$ cat src/rtl/alu_flow_if.sv
// Operand/result handshake bundle for alu_flow: valid/ready input channel,
// valid/ready result channel with flags, and the multiply busy indicator.
interface alu_flow_if #(
    parameter int WIDTH = 16
);
    logic             in_valid;
    logic             in_ready;
    logic [3:0]       op_code;
    logic [WIDTH-1:0] a_in;
    logic [WIDTH-1:0] b_in;
    logic             out_valid;
    logic             out_ready;
    logic [WIDTH-1:0] y_out;
    logic             cout;
    logic             zero;
    logic             neg;
    logic             ovf;
    logic             op_err;
    logic             busy;

    modport master (
        output in_valid, op_code, a_in, b_in, out_ready,
        input  in_ready, out_valid, y_out, cout, zero, neg, ovf, op_err, busy
    );

    modport slave (
        input  in_valid, op_code, a_in, b_in, out_ready,
        output in_ready, out_valid, y_out, cout, zero, neg, ovf, op_err, busy
    );
endinterface

$ cat src/rtl/alu_flow.sv
// Handshaked WIDTH-bit ALU with a stored carry flag consumed by ADC/SBC.
// Define ALU_FLOW_MUL_EN to add the iterative shift-add multiply on op 1110.
module alu_flow #(
    parameter int   WIDTH      = 16,
    parameter logic CARRY_INIT = 1'b0
) (
    input  logic      clk,
    input  logic      reset_n,
    alu_flow_if.slave bus
);
    localparam logic [1:0] ST_IDLE = 2'd0;
    localparam logic [1:0] ST_OUT  = 2'd2;
`ifdef ALU_FLOW_MUL_EN
    localparam logic [1:0] ST_MUL  = 2'd1;
    localparam logic [3:0] OP_MUL  = 4'b1110;
    localparam int         CW      = $clog2(WIDTH);
`endif

    localparam logic [3:0] OP_PASS = 4'b0000;
    localparam logic [3:0] OP_ADD  = 4'b0001;
    localparam logic [3:0] OP_ADC  = 4'b0010;
    localparam logic [3:0] OP_SUB  = 4'b0011;
    localparam logic [3:0] OP_SBC  = 4'b0100;
    localparam logic [3:0] OP_INC  = 4'b0101;
    localparam logic [3:0] OP_DEC  = 4'b0110;
    localparam logic [3:0] OP_CMP  = 4'b0111;
    localparam logic [3:0] OP_OR   = 4'b1000;
    localparam logic [3:0] OP_XOR  = 4'b1001;
    localparam logic [3:0] OP_AND  = 4'b1010;
    localparam logic [3:0] OP_NOT  = 4'b1011;
    localparam logic [3:0] OP_SHL  = 4'b1100;
    localparam logic [3:0] OP_SHR  = 4'b1101;

    logic [1:0]       state_q, state_d;
    logic [WIDTH-1:0] y_q, y_d;
    logic             c_q, c_d;
    logic             cout_q, cout_d;
    logic             zero_q, zero_d;
    logic             neg_q, neg_d;
    logic             ovf_q, ovf_d;
    logic             err_q, err_d;

    logic             accept;
    logic             is_mul;
    logic             a_msb, b_msb;
    logic [WIDTH:0]   ext;
    logic [WIDTH:0]   cin_ext;
    logic [WIDTH:0]   one_ext;
    logic [WIDTH-1:0] alu_y;
    logic [WIDTH-1:0] res_y;
    logic             alu_c, alu_v, alu_err;

    assign bus.in_ready = (state_q == ST_IDLE) | ((state_q == ST_OUT) & bus.out_ready);
    assign accept       = bus.in_valid & bus.in_ready;
    assign a_msb        = bus.a_in[WIDTH-1];
    assign b_msb        = bus.b_in[WIDTH-1];
    assign cin_ext      = {{WIDTH{1'b0}}, c_q};
    assign one_ext      = {{WIDTH{1'b0}}, 1'b1};

    // alu_y is the flag basis; CMP reports flags of a-b but passes a through.
    always_comb begin
        ext     = '0;
        alu_y   = '0;
        alu_c   = c_q;
        alu_v   = 1'b0;
        alu_err = 1'b0;
        case (bus.op_code)
            OP_PASS: alu_y = bus.a_in;
            OP_ADD, OP_ADC: begin
                ext   = {1'b0, bus.a_in} + {1'b0, bus.b_in}
                      + ((bus.op_code == OP_ADC) ? cin_ext : '0);
                alu_y = ext[WIDTH-1:0];
                alu_c = ext[WIDTH];
                alu_v = (a_msb == b_msb) & (alu_y[WIDTH-1] != a_msb);
            end
            OP_SUB, OP_SBC, OP_CMP: begin
                ext   = {1'b0, bus.a_in} - {1'b0, bus.b_in}
                      - ((bus.op_code == OP_SBC) ? cin_ext : '0);
                alu_y = ext[WIDTH-1:0];
                alu_c = ext[WIDTH];
                alu_v = (a_msb != b_msb) & (alu_y[WIDTH-1] != a_msb);
            end
            OP_INC: begin
                ext   = {1'b0, bus.a_in} + one_ext;
                alu_y = ext[WIDTH-1:0];
                alu_c = ext[WIDTH];
                alu_v = ~a_msb & alu_y[WIDTH-1];
            end
            OP_DEC: begin
                ext   = {1'b0, bus.a_in} - one_ext;
                alu_y = ext[WIDTH-1:0];
                alu_c = ext[WIDTH];
                alu_v = a_msb & ~alu_y[WIDTH-1];
            end
            OP_OR:  begin alu_y = bus.a_in | bus.b_in; alu_c = 1'b0; end
            OP_XOR: begin alu_y = bus.a_in ^ bus.b_in; alu_c = 1'b0; end
            OP_AND: begin alu_y = bus.a_in & bus.b_in; alu_c = 1'b0; end
            OP_NOT: begin alu_y = ~bus.a_in;           alu_c = 1'b0; end
            OP_SHL: begin alu_y = {bus.a_in[WIDTH-2:0], 1'b0}; alu_c = a_msb; end
            OP_SHR: begin alu_y = {1'b0, bus.a_in[WIDTH-1:1]}; alu_c = bus.a_in[0]; end
            default: begin
                alu_y   = '0;
                alu_c   = 1'b0;
                alu_err = 1'b1;
            end
        endcase
    end

    assign res_y = (bus.op_code == OP_CMP) ? bus.a_in : alu_y;

`ifdef ALU_FLOW_MUL_EN
    logic [2*WIDTH-1:0] mcand_q, mcand_d;
    logic [2*WIDTH-1:0] prod_q, prod_d;
    logic [WIDTH-1:0]   mplier_q, mplier_d;
    logic [CW-1:0]      cnt_q, cnt_d;
    logic               mul_done;
    logic [WIDTH-1:0]   mul_y;
    logic               mul_c;

    assign is_mul   = (bus.op_code == OP_MUL);
    assign mul_done = (state_q == ST_MUL) && (cnt_q == CW'(WIDTH - 1));
    assign mul_y    = prod_d[WIDTH-1:0];
    assign mul_c    = |prod_d[2*WIDTH-1:WIDTH];
    assign bus.busy = (state_q == ST_MUL);

    // One partial product per cycle; the last step feeds the result registers directly.
    always_comb begin
        mcand_d  = mcand_q;
        prod_d   = prod_q;
        mplier_d = mplier_q;
        cnt_d    = cnt_q;
        if (accept) begin
            mcand_d  = {{WIDTH{1'b0}}, bus.a_in};
            mplier_d = bus.b_in;
            prod_d   = '0;
            cnt_d    = '0;
        end else if (state_q == ST_MUL) begin
            prod_d   = prod_q + (mplier_q[0] ? mcand_q : '0);
            mcand_d  = mcand_q << 1;
            mplier_d = mplier_q >> 1;
            cnt_d    = cnt_q + CW'(1);
        end
    end

    always_ff @(posedge clk or negedge reset_n) begin
        if (!reset_n) begin
            mcand_q  <= '0;
            prod_q   <= '0;
            mplier_q <= '0;
            cnt_q    <= '0;
        end else begin
            mcand_q  <= mcand_d;
            prod_q   <= prod_d;
            mplier_q <= mplier_d;
            cnt_q    <= cnt_d;
        end
    end
`else
    assign is_mul   = 1'b0;
    assign bus.busy = 1'b0;
`endif

    always_comb begin
        state_d = state_q;
        y_d     = y_q;
        c_d     = c_q;
        cout_d  = cout_q;
        zero_d  = zero_q;
        neg_d   = neg_q;
        ovf_d   = ovf_q;
        err_d   = err_q;
        case (state_q)
`ifdef ALU_FLOW_MUL_EN
            ST_MUL: begin
                if (mul_done) begin
                    y_d     = mul_y;
                    c_d     = mul_c;
                    cout_d  = mul_c;
                    zero_d  = (mul_y == '0);
                    neg_d   = mul_y[WIDTH-1];
                    ovf_d   = 1'b0;
                    err_d   = 1'b0;
                    state_d = ST_OUT;
                end
            end
`endif
            default: begin
                if (accept && is_mul) begin
`ifdef ALU_FLOW_MUL_EN
                    state_d = ST_MUL;
`endif
                end else if (accept) begin
                    y_d     = res_y;
                    c_d     = alu_c;
                    cout_d  = alu_c;
                    zero_d  = (alu_y == '0);
                    neg_d   = alu_y[WIDTH-1];
                    ovf_d   = alu_v;
                    err_d   = alu_err;
                    state_d = ST_OUT;
                end else if ((state_q == ST_OUT) && bus.out_ready) begin
                    state_d = ST_IDLE;
                end
            end
        endcase
    end

    always_ff @(posedge clk or negedge reset_n) begin
        if (!reset_n) begin
            state_q <= ST_IDLE;
            y_q     <= '0;
            c_q     <= CARRY_INIT;
            cout_q  <= 1'b0;
            zero_q  <= 1'b0;
            neg_q   <= 1'b0;
            ovf_q   <= 1'b0;
            err_q   <= 1'b0;
        end else begin
            state_q <= state_d;
            y_q     <= y_d;
            c_q     <= c_d;
            cout_q  <= cout_d;
            zero_q  <= zero_d;
            neg_q   <= neg_d;
            ovf_q   <= ovf_d;
            err_q   <= err_d;
        end
    end

    assign bus.out_valid = (state_q == ST_OUT);
    assign bus.y_out     = y_q;
    assign bus.cout      = cout_q;
    assign bus.zero      = zero_q;
    assign bus.neg       = neg_q;
    assign bus.ovf       = ovf_q;
    assign bus.op_err    = err_q;
endmodule

$ cat src/flat_wrapper.sv
// flat-port wrapper written by rule: the top's interface ports become plain ports
module alu_flow_flat 
#(
    parameter int   WIDTH      = 16,
    parameter logic CARRY_INIT = 1'b0
)
  (clk, reset_n, bus_in_valid, bus_op_code, bus_a_in, bus_b_in, bus_out_ready, bus_in_ready, bus_out_valid, bus_y_out, bus_cout, bus_zero, bus_neg, bus_ovf, bus_op_err, bus_busy);
  alu_flow_if #(.WIDTH(WIDTH)) bus_i ();
  input  logic clk;
  input  logic reset_n;
  input wire logic [$bits(bus_i.in_valid)-1:0] bus_in_valid;
  input wire logic [$bits(bus_i.op_code)-1:0] bus_op_code;
  input wire logic [$bits(bus_i.a_in)-1:0] bus_a_in;
  input wire logic [$bits(bus_i.b_in)-1:0] bus_b_in;
  input wire logic [$bits(bus_i.out_ready)-1:0] bus_out_ready;
  output wire logic [$bits(bus_i.in_ready)-1:0] bus_in_ready;
  output wire logic [$bits(bus_i.out_valid)-1:0] bus_out_valid;
  output wire logic [$bits(bus_i.y_out)-1:0] bus_y_out;
  output wire logic [$bits(bus_i.cout)-1:0] bus_cout;
  output wire logic [$bits(bus_i.zero)-1:0] bus_zero;
  output wire logic [$bits(bus_i.neg)-1:0] bus_neg;
  output wire logic [$bits(bus_i.ovf)-1:0] bus_ovf;
  output wire logic [$bits(bus_i.op_err)-1:0] bus_op_err;
  output wire logic [$bits(bus_i.busy)-1:0] bus_busy;
  assign bus_i.in_valid = bus_in_valid;
  assign bus_i.op_code = bus_op_code;
  assign bus_i.a_in = bus_a_in;
  assign bus_i.b_in = bus_b_in;
  assign bus_i.out_ready = bus_out_ready;
  assign bus_in_ready = bus_i.in_ready;
  assign bus_out_valid = bus_i.out_valid;
  assign bus_y_out = bus_i.y_out;
  assign bus_cout = bus_i.cout;
  assign bus_zero = bus_i.zero;
  assign bus_neg = bus_i.neg;
  assign bus_ovf = bus_i.ovf;
  assign bus_op_err = bus_i.op_err;
  assign bus_busy = bus_i.busy;
  alu_flow #(.WIDTH(WIDTH), .CARRY_INIT(CARRY_INIT)) u_core (.clk(clk), .reset_n(reset_n), .bus(bus_i));
endmodule
$ cat config.mk
export PLATFORM = sky130hd
export DESIGN_NAME = alu_flow_flat
export DESIGN_NICKNAME = d
export VERILOG_FILES = /design/src/rtl/alu_flow_if.sv /design/src/rtl/alu_flow.sv /design/src/flat_wrapper.sv
export SDC_FILE = /design/constraint.sdc
export NUM_CORES = 1
export LEC_CHECK = 0
export CAP_MARGIN = 20
export CORE_MARGIN = 8
export CORE_UTILIZATION = 35
export CTS_CLUSTER_DIAMETER = 60
export DETAILED_ROUTE_END_ITERATION = 8
export GPL_TIMING_DRIVEN = 0
export SYNTH_ARGS = -nofsm -noshare
export SYNTH_HDL_FRONTEND = slang
export SYNTH_SLANG_ARGS = --single-unit
export TNS_END_PERCENT = 100
$ cat constraint.sdc
create_clock -name clk -period 9.2 [get_ports clk]
set_clock_uncertainty 0.15 [all_clocks]
set_input_delay 1.84 -clock clk [delete_from_list [all_inputs] [get_ports clk]]
set_output_delay 1.84 -clock clk [all_outputs]
set_load 0.03 [all_outputs]
==> metrics.md, run 1 <==
| Metric | Value |
|---|---|
| Average wire per standard cell | `22.1 µm` |
| Post-synthesis mux area share | `3.35%` |
| # IOs | `64` |
| Clk sinks | `22` |
| Combinational power share | `63.3%` |
| DRT Wirelength | `21800 µm` |
| Power Density | `107 mW/mm²` |
| Skew-Pair Late Insertion Delay | `0.25 ns` |
| Placed Cells | `982` |
| Pre-antenna DRT Iters | `7` |
| Setup TNS | `0 ns` |
| Power, Total | `0.667 mW` |
| Final Hold Fails | `0` |
| Initial DRC count | `717` |
| Predominant post-synthesis flop cell | `dfrtp_1` |
| Fillers | `1608` |
| TritonCTS Buffers | `3` |
| Least-Margin Pin Slew | `1.02 ns` |
| Largest net degree at the start of global routing | `23` |
| First-pass GRT wire length | `33900 µm` |
| # DRC | `0` |
| Crit Path Category | `in -> reg` |
| P_leak | `2.60 nW` |
| Most frequent cells in the layout | `ha_1, clkdlybuf4s50_1, nand2_1` |
| Routed Antenna Nets | `0` |
| CTS Hold Bufs | `0` |
| Synth Register Bits | `22` |
| Post-Syn Nets | `840` |
| Avg Inst Size Synth | `7.22 µm²` |
| Clk slew on worst S/H paths | `0.06 ns` |
| Area grow syn2layout | `18.4%` |
| R2R Path Start | `u_core.c_q$_DFFE_PN0P_` |
| Die ar. | `0.0193 mm²` |
| Net Sw Frac | `45.1%` |
| Relative slew margins | `31.8%` |
| P_sw | `0.301 mW` |
| Multi-input gate area | `0.00426 mm²` |
| Crit path max fanout | `9` |
| Die width | `139 µm` |
| Sequential share of power | `18.7%` |
| Synth area leaders | `ha_1, dfrtp_1, o21ai_0` |
| Placed wire-length estimate | `17100 µm` |
| Final Cycle Share | `70.5%` |
| Synth Area in Simple Gates | `24.7%` |
| Hold path cells | `2` |
| Required @ worst endpoint | `9.20 ns` |
| Hold Path Class | `reg -> reg` |
| Vias in the first global route | `5812` |
| Final max-slew violation count | `0` |
| Ys Warns | `0` |
| Worst reg-to-reg path cell count | `12` |
| TritonCTS clock tree | `built` |
| Antenna diodes | `0` |
| Initial antenna violation count | `0` |
| Compound-Gate Fraction of Synth Area | `30.4%` |
| P_int | `0.366 mW` |
| Asr flop ratio synth | `100%` |
| Outcome | `finished clean` |
| Initial Util | `35.2%` |
| Post-CTS Setup Inserts | `0` |
| Buffers added on ports | `61` |
| Cell area after synthesis | `0.00527 mm²` |
| Vias/cell | `6.22` |
| Synth top area share | `15.7%` |
| Register area | `551 µm²` |
| Maximum clock frequency | `154 MHz` |
| Leading area contributor after synthesis | `ha_1` |
| # Max-Cap Violations | `0` |
| Syn Inst Count | `730` |
| CTS H-tree lvls | `1` |
| Sequential share of the synthesized area | `10.4%` |
| Worst R2R Setup Slack | `4.99 ns` |
| Num rows | `45` |
| Non-Filler Instances | `986` |
| R2r endpoint | `u_core.bus.y_out[15]$_DFFE_PN0P_` |
| EDFF count, synth | `0` |
| Root Buffer | `clkbuf_16` |
| Post-CTS Resized | `0` |
| Crit. End Element | `register` |
| Post-Synth XOR/XNOR Area | `5.15%` |
| Gr usage total | `21.8%` |
| Synth Area in Adders | `17.2%` |
| GPL Wtd Cong | `0.996` |
| Die outline height | `139 µm` |
| Clk pwr share | `18.0%` |
| Setup-failing EPs final | `0` |
| Grt total ovfl | `0` |
| Layout cells sized above 1 | `5.51%` |
| Core area | `0.0150 mm²` |
| Worst Setup Start Kind | `input port` |
| Nets@finish | `909` |
| Largest family of logic cells by synthesized area | `compound AO/OA/AOI/OAI gates` |
| CTS Buffer Depth | `2` |
| Detailed-route via count | `6130` |
| RSZ-0062 raised after global routing | `false` |
| Most common cell after layout, fill and taps aside | `ha_1` |
| Peak supply drop | `0.0550 mV` |
| CP arrival | `6.48 ns` |
| Worst setup path start | `bus_op_code[1]` |
| Distinct cells, synth | `85` |
| Final min period | `6.48 ns` |
| Crit path capture | `u_core.bus.y_out[15]$_DFFE_PN0P_` |
==> layer usage <==
| metal | share of wire (%) | global-route usage, % |
|---|---|---|
| met4 | 4.3 | 9.24 |
| met1 | 43 | 29.9 |
| met2 | 42 | 33.2 |
| met3 | 10 | 3.27 |
| met5 | 0 | 0 |
==> worst max-delay path, cell delays in order <==
cell and delay [ns]:
clkdlybuf4s50_1 0.53, nor2b_1 0.16, clkbuf_1 0.40, nand3_1 0.23, fa_1 0.45, ha_1 0.24
or4_1 0.51, o221ai_1 0.35, o221ai_1 0.32, a41o_1 0.35, or3_1 0.34, a31oi_1 0.16
a21boi_1 0.30, a211oi_1 0.12, a21o_1 0.18
==> kinds of logic (layout without fill, tap and decap cells) <==
family	count (synthesis)	after routing
AO/OA/AOI/OAI	233	233
XOR/XNOR	31	31
adder cells (fa/ha/maj)	70	70
buffers and inverters	112	180
flip-flops	22	22
multiplexers	16	16
other	1	1
AND/OR/NAND/NOR	245	245
==> state kept, by name (all words and copies together), names as in the netlist <==
signal / flops
u_core.bus.neg: 1
u_core.bus.ovf: 1
u_core.bus.zero: 1
u_core.bus.op_err: 1
u_core.bus.y_out: 16
u_core.state_q: 1
u_core.c_q: 1
==> power by group through the flow <==
| stage | combinational (mW) | clock, mW | sequential (mW) |
|---|---|---|---|
| 4_1_cts | 0.414 | 0.122 | 0.125 |
| 3_3_place_gp | 0.411 | 0 | 0.126 |
| 3_5_place_dp | 0.412 | 0 | 0.127 |
| 2_1_floorplan | 0.229 | 0 | 0.163 |
| 5_1_grt | 0.454 | 0.126 | 0.128 |
| 6_report | 0.422 | 0.120 | 0.125 |
==> area by class of cell <==
| cell class | count | area share [%] |
|---|---|---|
| Clock inverter | 1 | 0.481 |
| Buffer | 55 | 3.99 |
| Clock buffer | 3 | 1.20 |
| Inverter | 57 | 3.43 |
| Sequential cell | 22 | 8.82 |
| Tap cell | 188 | 3.77 |
| Multi-Input combinational cell | 596 | 68.3 |
| Timing Repair Buffer | 64 | 10.1 |
==> worst min-delay path by stage <==
| stage | start | slack [ns] | to |
|---|---|---|---|
| final | u_core.bus.y_out[2]$_DFFE_PN0P_ | 0.33 | u_core.bus.y_out[2]$_DFFE_PN0P_ |
| after global routing | u_core.bus.y_out[4]$_DFFE_PN0P_ | 0.35 | u_core.bus.y_out[4]$_DFFE_PN0P_ |
| after CTS | u_core.bus.y_out[15]$_DFFE_PN0P_ | 0.34 | u_core.bus.y_out[15]$_DFFE_PN0P_ |
| after detailed placement | u_core.bus.y_out[15]$_DFFE_PN0P_ | 0.32 | u_core.bus.y_out[15]$_DFFE_PN0P_ |
| after global placement | u_core.bus.y_out[10]$_DFFE_PN0P_ | 0.32 | u_core.bus.y_out[10]$_DFFE_PN0P_ |
| after floorplan | u_core.bus.y_out[10]$_DFFE_PN0P_ | 0.51 | u_core.bus.y_out[10]$_DFFE_PN0P_ |
==> Yosys cell counts (3+ instances only) <==
| cell | count |
|---|---|
| a211o_1 | 5 |
| nand2b_1 | 12 |
| o21ai_0 | 51 |
| nor2_1 | 52 |
| a22o_1 | 4 |
| a222oi_1 | 4 |
| clkbuf_1 | 29 |
| and2_1 | 3 |
| nor3_1 | 20 |
| a2bb2oi_1 | 3 |
| o221ai_1 | 14 |
| nor4_1 | 10 |
| o32ai_1 | 4 |
| and3_1 | 9 |
| nand3_1 | 20 |
| o21a_1 | 7 |
| or4_1 | 5 |
| a221o_1 | 4 |
| nand4_1 | 6 |
| ha_1 | 66 |
| nand2_1 | 59 |
| buf_1 | 4 |
| a211oi_1 | 7 |
| nor3b_1 | 7 |
| mux2i_1 | 12 |
| xnor2_1 | 23 |
| nor2b_1 | 11 |
| a22oi_1 | 11 |
| nor4bb_1 | 5 |
| a31oi_1 | 7 |
| or3_1 | 6 |
| buf_2 | 19 |
| o22ai_1 | 7 |
| a21oi_1 | 46 |
| o2111ai_1 | 5 |
| mux2_2 | 3 |
| xor2_1 | 8 |
| a21o_1 | 9 |
| fa_1 | 4 |
| nand4bb_1 | 3 |
| o211ai_1 | 9 |
| dfrtp_1 | 22 |
| inv_1 | 57 |
==> metrics by stage <==
step                      hold slack (ns)  worst slack, ns  utilization, %  area (µm²)
after global placement              0.315             2.46            40.9        6120
after global routing                0.352             2.44            41.7        6240
after CTS                           0.336             2.70            41.7        6240
after detailed placement            0.322             2.45            41.0        6140
after floorplan                     0.507             3.76               -        5270
final                               0.327             2.72            41.7        6240
Power figures use the tool's default switching activity.
==> inputs of run 2 (changes only) <==
Clock period 9.2 ns to 6.6 ns, I/O delays scaled along.
==> results of run 2 <==
The final DEF is identical to that of run 1. Status: finished clean.
Main changes from that run: setup slack after placement 2.45 ns -> 0.371 ns; setup slack after layout 2.72 ns -> 0.636 ns; register-to-register setup slack 4.99 ns -> 2.39 ns; total power 0.667 mW -> 0.930 mW; worst IR drop on VDD 0.0550 mV -> 0.0766 mV
==> inputs of run 3 (changes only) <==
Settings changed: CTS_CLUSTER_SIZE set to 40.
==> results of run 3 <==
The final DEF is identical to that of run 1. Status: finished clean.
Main changes from that run: setup slack after placement 2.45 ns -> 0.371 ns; setup slack after layout 2.72 ns -> 0.636 ns; register-to-register setup slack 4.99 ns -> 2.39 ns; total power 0.667 mW -> 0.930 mW; worst IR drop on VDD 0.0550 mV -> 0.0766 mV
